[config.mk]
export PLATFORM = sky130hd
export DESIGN_NAME = shift_add_mult_ctrl
export DESIGN_NICKNAME = d
export VERILOG_FILES = /design/src/rtl/shift_add_mult_ctrl.sv
export SDC_FILE = /design/constraint.sdc
export NUM_CORES = 1
export LEC_CHECK = 0
export ABC_AREA = 1
export CORE_ASPECT_RATIO = 0.6
export CORE_MARGIN = 4
export CORE_UTILIZATION = 57
export CTS_BUF_LIST = sky130_fd_sc_hd__clkbuf_4
export DETAILED_ROUTE_END_ITERATION = 6
export PLACE_DENSITY = 0.83
export SYNTH_ARGS = -nofsm -noshare
export SYNTH_HDL_FRONTEND = slang
export SYNTH_SLANG_ARGS = --single-unit
[constraint.sdc]
create_clock -name clk -period 2.8 [get_ports clk]
set_input_delay 0.56 -clock clk [delete_from_list [all_inputs] [get_ports clk]]
set_output_delay 0.56 -clock clk [all_outputs]
set_load 0.05 [all_outputs]
[src/rtl/shift_add_mult_ctrl.sv]
// Controller and accumulator for a sequential shift-add multiplier that drives an
// external M-bit PISO holding the multiplier and, at the end, the product low half.
//
// state  | meaning
// IDLE   | waiting for start, acc holds the last product high half
// LOAD   | PISO captures the multiplier on the closing edge
// RUN    | M add/shift iterations, one per cycle
// DONE   | one-cycle completion pulse
module shift_add_mult_ctrl #(
  parameter int M = 16
) (
  input  logic         clk,
  input  logic         rst,
  input  logic         start,
  input  logic [M-1:0] multiplicand,
  input  logic         q_lsb,
  output logic         piso_load,
  output logic         piso_shift,
  output logic         piso_shift_in,
  output logic [M-1:0] acc_out,
  output logic         busy,
  output logic         done
);

  localparam int CW = $clog2(M) + 1;
  localparam logic [CW-1:0] CNT_LAST = CW'(M - 1);

  typedef enum logic [1:0] {
    S_IDLE,
    S_LOAD,
    S_RUN,
    S_DONE
  } state_t;

  state_t         state;
  logic [M-1:0]   acc;
  logic [M-1:0]   mcand_reg;
  logic [CW-1:0]  cnt;
  logic [M:0]     sum;

  // Kept one bit wider than acc so the carry survives into the shifted acc.
  assign sum           = {1'b0, acc} + {1'b0, (q_lsb ? mcand_reg : {M{1'b0}})};
  assign piso_shift_in = (state == S_RUN) & sum[0];
  assign acc_out       = acc;

  // Strobes are registered from the next state so they stay pure Moore outputs.
  always_ff @(posedge clk) begin
    if (rst) begin
      state      <= S_IDLE;
      acc        <= '0;
      mcand_reg  <= '0;
      cnt        <= '0;
      piso_load  <= 1'b0;
      piso_shift <= 1'b0;
      busy       <= 1'b0;
      done       <= 1'b0;
    end else begin
      case (state)
        S_IDLE: begin
          if (start) begin
            mcand_reg <= multiplicand;
            acc       <= '0;
            cnt       <= '0;
            state     <= S_LOAD;
            piso_load <= 1'b1;
            busy      <= 1'b1;
          end
        end
        S_LOAD: begin
          state      <= S_RUN;
          piso_load  <= 1'b0;
          piso_shift <= 1'b1;
        end
        S_RUN: begin
          acc <= sum[M:1];
          cnt <= cnt + CW'(1);
          if (cnt == CNT_LAST) begin
            state      <= S_DONE;
            piso_shift <= 1'b0;
            busy       <= 1'b0;
            done       <= 1'b1;
          end
        end
        S_DONE: begin
          state <= S_IDLE;
          done  <= 1'b0;
        end
        default: begin
          state      <= S_IDLE;
          piso_load  <= 1'b0;
          piso_shift <= 1'b0;
          busy       <= 1'b0;
          done       <= 1'b0;
        end
      endcase
    end
  end

endmodule

* After elaboration in Yosys (flattened, before gate mapping) *
Cells that the tools add are included.

cells by class
  $add $sub $neg = 2
  equality and inequality tests = 6
  multiplexer cells = 15
  bitwise gates (word level) = 1
  reduce and logical (&&, ||, !) cells = 12

operators by type and width
  operator                                                         count
  16-bit 2-to-1 mux                                                2
  16-bit one-hot mux with 2 select lines                           1
  16-bit by 16-bit adder with 17-bit output                        1
  2-bit AND reduction                                              6
  5-bit one-hot mux with 2 select lines                            1
  1-bit one-hot mux with 2 select lines                            4
  2-bit one-hot mux with 4 select lines                            1
  2-bit nonzero test                                               4
  5-bit by 1-bit adder with 5-bit output, second input constant    1
  5-bit by 4-bit == test with 1-bit output, second input constant  1
  5-bit 2-to-1 mux                                                 1
  2-bit == test, second input constant                             2
  2-bit 2-to-1 mux                                                 2
  1-bit 2-to-1 mux                                                 3
  3-bit AND reduction                                              1
  2-bit by 1-bit == test with 1-bit output, second input constant  1
  2-bit zero test                                                  1
  2-bit by 1-bit != test with 1-bit output, second input constant  1
  2-bit != test, second input constant                             1
  1-bit bitwise AND                                                1

word-level totals
  register bits = 43
  bits of input ports = 20
  output and inout bits = 21
  word-level logic and storage cells = 44

* Longest topological paths before layout *
Gate-level depths: netlist of the first run.

  depth after elaboration = 3
  gate-level depth with buffers = 16
  mapped depth without buffers = 14

* Worst setup path after synthesis of the first run *
Ideal clock, no wire load.

  path kind = input -> register
  start = input port q_lsb
  end = register acc[15] (netlist: acc_out[15])
  setup time = 0.071 ns
  arrival = 2.350 ns
  required time = 2.729 ns
  setup slack = 0.379 ns
  stages = 16
  buffers on the path = 2
  path through = clkbuf_1 -> clkbuf_1 -> nand2_1 -> inv_1 -> ha_1 -> inv_1 -> fa_1 -> inv_1 -> nand3_1 -> nand3_1 -> nand2_1 -> nand3_1 -> nand2_1 -> nand2_1 -> nand2_1 -> a21oi_1

on the way
  cells in the longest elaborated chain, start to end = 3

RTL lines
  element                                    line  text
  from (decl)                                16    input logic q_lsb,
  16-bit 2-to-1 mux                          42    assign sum = {1'b0, acc} + {1'b0, (q_lsb ? mcand_reg : {M{1'b0}})};
  16-bit by 16-bit adder with 17-bit output  42
  16-bit one-hot mux with 2 select lines     58    case (state)
  to (signal assigned)                       75    acc <= sum[M:1];
  to (decl)                                  36    logic [M-1:0] acc;

No other way between the ends.
A chain may end at the register's enable or synchronous reset.

* Worst setup path in the final report of the first run *
Ends and elaborated chain as after synthesis.

==> impl_results.md, run 1 <==
- Clk root buf: clkbuf_4
- Synth Area in Adders: 10.4%
- Final WS setup: 0.433 ns
- CP max FO: 15
- Post-DP HPWL: 5.39 mm
- # DRC: 0
- Chip Width: 99.2 um
- Commonest cells in the netlist: nand2_1, inv_1, nor2_1
- Die Footprint: 0.00622 mm^2
- Clk slew on worst S/H paths: 0.14 ns
- N_diodes: 0
- Worst min path class: flip-flop to flip-flop
- Most frequent cell after synthesis: nand2_1
- Final core occ: 72.3%
- Gp weighted congestion: 0.932
- Count of pins over their slew limit: 0
- Largest net degree at the start of global routing: 22
- Fin crit period: 2.37 ns
- Worst path cell trace: clkdlybuf4s50_1, buf_4, nand2_1, fa_1, inv_1, nand3_1, nand3_1, nand2_1, nand3_1, nand2_1, nand2_1, nand2_1, a21oi_1
- Relative slew slack: 65.3%
- Yosys warns: 0
- Worst hold slack: 0.470 ns
- Syn nets: 472
- Sink Count: 43
- NetSw: 0.856 mW
- Combinational share of power: 40.6%
- Slowest stage cell, crit path: clkdlybuf4s50_1
- TritonCTS Buffers: 5
- Average size of a mapped cell: 6.62 um^2
- Worst Skew: 0.00990 ns
- Switching share of power: 42.1%
- CP startpoint kind: primary input
- PortBufs: 40
- Main combinational cell family by area after synthesis: simple AND/OR/NAND/NOR gates
- Largest area contributor in the netlist: dfxtp_1
- Kind of critical path: primary input to flip-flop
- Area growth syn-to-layout: 19.1%
- Chip height: 62.7 um
- CP Capture Type: flip-flop
- CTS Buffer Depth: 2
- First-pass GRT wire length: 11.5 mm
- Post-CTS sizing: 0
- Primary FF master, synth: dfxtp_1
- Top cells by area, synth: dfxtp_1, nand2_1, ha_1
- Final period util: 84.5%
- Power Dens Cells: 602 mW/mm^2
- Cell mode on critical path: nand2_1
- Core Footprint: 0.00468 mm^2
- Slew @ Worst Pin: 0.519 ns
- # Post-CTS Setup Buffers: 0
- Post-synth EDFFs: 0
- FP Rows: 19
- Storage cell area: 861 um^2
- Via count: 2756
- Fmax achieved: 423 MHz
- Fill cells: 386
- Final setup TNS: 0 ns
- Compound-cell area share of the yosys netlist: 13.7%
- # setup viols final: 0
- Post-Syn Instances: 429
- Leak pwr: 1.68 nW
- Xor/xnor cell area share of the yosys netlist: 0%
- CP arrival: 2.67 ns
- Later-pin clock latency in the skew report: 0.37 ns
- Multiplexer area fraction after synthesis: 0%
- Vias in the first global route: 2508
- Initial antenna violation count: 0
- Initial Utilization: 60.7%
- H-tree Lvls: 2
- Required @ worst endpoint: 3.11 ns
- Footprint of the multi-input gates: 0.00165 mm^2
- Seq pwr share: 38.8%
- Fin. Hold Viols: 0
- Via/cell ratio: 5.17
- Post-layout nets: 512
- Cell variety after synth: 34
- WL final: 6.80 mm
- Clk pwr share: 20.5%
- Post-place setup slack: 0.125 ns
- Total gr overflow: 0
- RSZ-0062 raised after global routing: no
- Netlist Area Pre-Place: 0.00284 mm^2
- Antenna-violating nets left: 0
- Outcome: completed
- Initial DRC Count: 167
- Max_cap viols: 0
- # hold bufs at CTS: 0
- Synth top area share: 30.3%
- Layout cells sized above 1: 11.9%
- Internal: 1.18 mW
- Post-Synth Simple-Gate Area: 34.1%
- DR WL/cell: 12.8 um
- Sequential element share of the synthesized area: 30.3%
- GRT Overall Usage: 22.6%
- CTS tree: built
- Max incr delay on CP: 0.49 ns
- Seq cells post-synth: 43
- IO Pins: 41
- Ys async rst share: 0%
- Max IR drop VDD: 465 uV
- TritonRoute pass-1 iters: 5
==> path summary, 6_finish.rpt <==
path	startpoint	to	slack [ns]	cells after the start
min reg2reg	busy$_SDFFE_PP0P_	busy$_SDFFE_PP0P_	0.47	2
max	q_lsb	acc_out[15]$_SDFFE_PP0P_	0.43	13
max reg2reg	mcand_reg[0]$_SDFFE_PP0P_	acc_out[15]$_SDFFE_PP0P_	0.80	14
min	busy$_SDFFE_PP0P_	busy$_SDFFE_PP0P_	0.47	2
==> layer usage <==
layer / wire, um / track usage [%] / part of all wire (%)
met5: 0 / 0 / 0
met4: 75 / 5.79 / 1.1
met3: 658 / 6.80 / 9.7
met2: 2550 / 29.8 / 37
met1: 3530 / 34.7 / 52
==> logic make-up after synthesis <==
kind of cell / Yosys count
AO/OA/AOI/OAI: 68
buffers and inverters: 83
adder cells (fa/ha/maj): 23
AND/OR/NAND/NOR: 212
flip-flops: 43
==> power groups by stage <==
stage | clock network [mW] | logic, mW | registers (mW)
final | 0.418 | 0.827 | 0.791
after global routing | 0.447 | 0.923 | 0.807
after CTS | 0.420 | 0.821 | 0.789
after detailed placement | 0 | 0.819 | 0.802
after global placement | 0 | 0.804 | 0.800
after floorplan | 0 | 0.521 | 0.884
==> stage by stage <==
step	instances	total power, mW	instance area (um^2)
floorplan	429	1.40	2840
global placement	525	1.60	3300
detailed placement	525	1.62	3300
CTS	533	2.03	3380
global route	533	2.18	3380
finish	533	2.04	3380
==> area by class of cell <==
type                    instances  share of cell area [%]
multi-input cells             303                    48.9
well taps                      63                    2.33
clock inverters                 3                    1.37
flip-flops and latches         43                    25.4
inverters                      73                    8.10
repair buffers                 43                    12.8
clock buffers                   5                    1.11
==> worst max-delay path, delay by kind of cell <==
kind	cells	cell delay, ns
AO/OA/AOI/OAI	1	0.11
adder cells (fa/ha/maj)	1	0.39
buffers and inverters	3	0.81
AND/OR/NAND/NOR	8	0.80
==> placed cells by master (no fill, tap or decap), types with 2 or more instances in the layout <==
master and n:
nand2_1 112, inv_1 65, nor2_1 46, dfxtp_1 43, clkdlybuf4s50_1 39, a21oi_1 31, o21ai_0 25, ha_1 22
nand3_1 13, nand2_2 12, nand3_2 9, inv_2 8, a21oi_2 5, clkbuf_4 5, nor3_1 4, nor3_2 4
buf_4 3, nand3b_1 2, nand4_1 2, or2_1 2, a211oi_1 2
Note: power is estimated with default switching activity, not from simulation.
==> inputs of run 2 (changes only) <==
- CORE_UTILIZATION: 57 -> 51
- PLACE_DENSITY: 0.83 -> 0.79
- clock period: 2.8 -> 2.1 ns (I/O delays scaled with it)
==> run 2 against run 1 <==
  * Sequential power is 33% higher
  * Sequential share of layout area is 0.93 points lower
  * Via count is 0.69% lower
  * Die area is 11% higher
  * Register-to-register slack worse by 0.64 ns
  * Worst setup slack worse by 0.39 ns
  * Critical path type is now flip-flop to output port
==> impl_results.md, run 2 (same netlist as run 1, synthesis figures left out) <==
- Outcome: completed
- Leak pwr: 1.79 nW
- NetSw: 1.13 mW
- Final core occ: 67.2%
- Fin crit period: 2.06 ns
- Storage cell area: 861 um^2
- Via/cell ratio: 4.92
- Post-layout nets: 533
- Fill cells: 477
- Fmax achieved: 486 MHz
- Relative slew slack: 63.9%
- N_diodes: 0
- H-tree Lvls: 2
- GRT Overall Usage: 21.5%
- CTS tree: built
- Worst r2r path cells: 14
- Max IR drop VDD: 777 uV
- # setup viols final: 0
- Area growth syn-to-layout: 23.6%
- Initial Utilization: 54.3%
- Slew @ Worst Pin: 0.540 ns
- Chip Width: 104 um
- CP Capture Type: output port
- Count of pins over their slew limit: 0
- Power Dens Cells: 756 mW/mm^2
- # DRC: 0
- Seq pwr share: 39.7%
- Largest net degree at the start of global routing: 22
- Post-DP HPWL: 5.66 mm
- Initial DRC Count: 162
- Clk root buf: clkbuf_4
- CP max FO: 3
- Via count: 2737
- CP startpoint kind: flip-flop
- Worst path cell trace: clkdlybuf4s50_1
- Slowest stage cell, crit path: clkdlybuf4s50_1
- Largest delay share family, worst path: buffers and inverters
- Total gr overflow: 0
- Core Footprint: 0.00523 mm^2
- Post-route cell area: 0.00351 mm^2
- Final total power: 2.65 mW
- Commonest non-fill, non-tap cells in the layout: nand2_1, inv_1, nor2_1
- Placed Area: 0.00346 mm^2
- Required @ worst endpoint: 1.68 ns
- FP Rows: 20
- Vias in the first global route: 2579
- Combinational share of power: 45.4%
- Layout cells sized above 1: 15.3%
- Worst Skew: 0.0186 ns
- Max_cap viols: 0
- CTS Buffer Depth: 2
- TritonRoute pass-1 iters: 4
- PortBufs: 40
- # Post-CTS Setup Buffers: 0
- Initial antenna violation count: 0
- Max incr delay on CP: 0.84 ns
- TritonCTS Buffers: 5
- Final period util: 98.0%
- WL final: 7.03 mm
- First-pass GRT wire length: 12.0 mm
- Later-pin clock latency in the skew report: 0.35 ns
- Kind of critical path: flip-flop to output port
- Buf/Inv on CP: 1
- Switching share of power: 42.6%
- Most common cell after layout, fill and taps aside: nand2_1
- Antenna-violating nets left: 0
- CP arrival: 1.64 ns
- Worst min path class: flip-flop to flip-flop
- Sink Count: 43
- Clk pwr share: 14.9%
- Clk slew on worst S/H paths: 0.14 ns
- IO Pins: 41
- Internal: 1.52 mW
- Worst path depth: 1
- Footprint of the multi-input gates: 0.00165 mm^2
- WHS Path Cells: 2
- DR WL/cell: 12.6 um
- Die Footprint: 0.00687 mm^2
- Chip height: 65.8 um
- Gp weighted congestion: 0.920
- Fin. Hold Viols: 0
-- run 2: cell count changes in the layout (fill, tap and decap cells not counted) --
cell	delta
buf_4	+21
dlygate4sd2_1	+1
clkinvlp_4	-1
dlymetal6s2s_1	+1
clkdlybuf4s50_1	-2
clkinv_1	+1
bufinv_16	-1
-- run 2: repair_timing --
action                                  CTS  global route
resized for setup                         1             1
endpoints found under the setup margin    3             1
hold buffers                              0             0
-- run 2: metrics by stage --
stage               setup slack, ns  instances  TNS [ns]  hold slack, ns
floorplan                    0.0306        429         0           0.443
global placement             -0.335        549     -3.79           0.449
detailed placement           -0.395        549     -4.82           0.458
CTS                          0.0235        556         0           0.478
global route                -0.0268        556   -0.0268           0.499
finish                       0.0411        556         0           0.482
-- run 2: cell type report --
class | count | share of cell area [%]
Clock buffer | 5 | 1.07
Tap cell | 66 | 2.35
Timing Repair Buffer | 64 | 16.8
Inverter | 73 | 7.80
Multi-Input combinational cell | 303 | 47.1
Clock inverter | 2 | 0.356
Sequential cell | 43 | 24.5
-- run 2: worst reg2reg max path: cells and delay by family (launching register included) --
family,cells,cell delay [ns]
AND/OR/NAND/NOR,8,0.66
adder cells (fa/ha/maj),2,0.50
buffers and inverters,3,0.23
AO/OA/AOI/OAI,1,0.11
flip-flops,1,0.36
-- run 2: power groups by stage --
stage / Clock (mW) / Combinational, mW / Sequential, mW
finish: 0.396 / 1.21 / 1.05
global route: 0.450 / 1.33 / 1.07
CTS: 0.408 / 1.20 / 1.05
detailed placement: 0 / 1.20 / 1.07
global placement: 0 / 1.18 / 1.07
floorplan: 0 / 0.697 / 1.18
-- run 2: worst paths after layout --
kind	to	from	slack [ns]
worst min register to register	busy$_SDFFE_PP0P_	busy$_SDFFE_PP0P_	0.48
worst min-delay path	busy$_SDFFE_PP0P_	busy$_SDFFE_PP0P_	0.48
worst max-delay path	acc_out[7]	acc_out[7]$_SDFFE_PP0P_	0.04
worst max register to register	acc_out[15]$_SDFFE_PP0P_	mcand_reg[0]$_SDFFE_PP0P_	0.16
-- run 2: layer usage --
metal / global-route usage [%] / share of wire, %
met2: 32.4 / 40
met1: 32.0 / 53
met5: 0 / 0
met4: 2.99 / 0.071
met3: 4.68 / 7.3
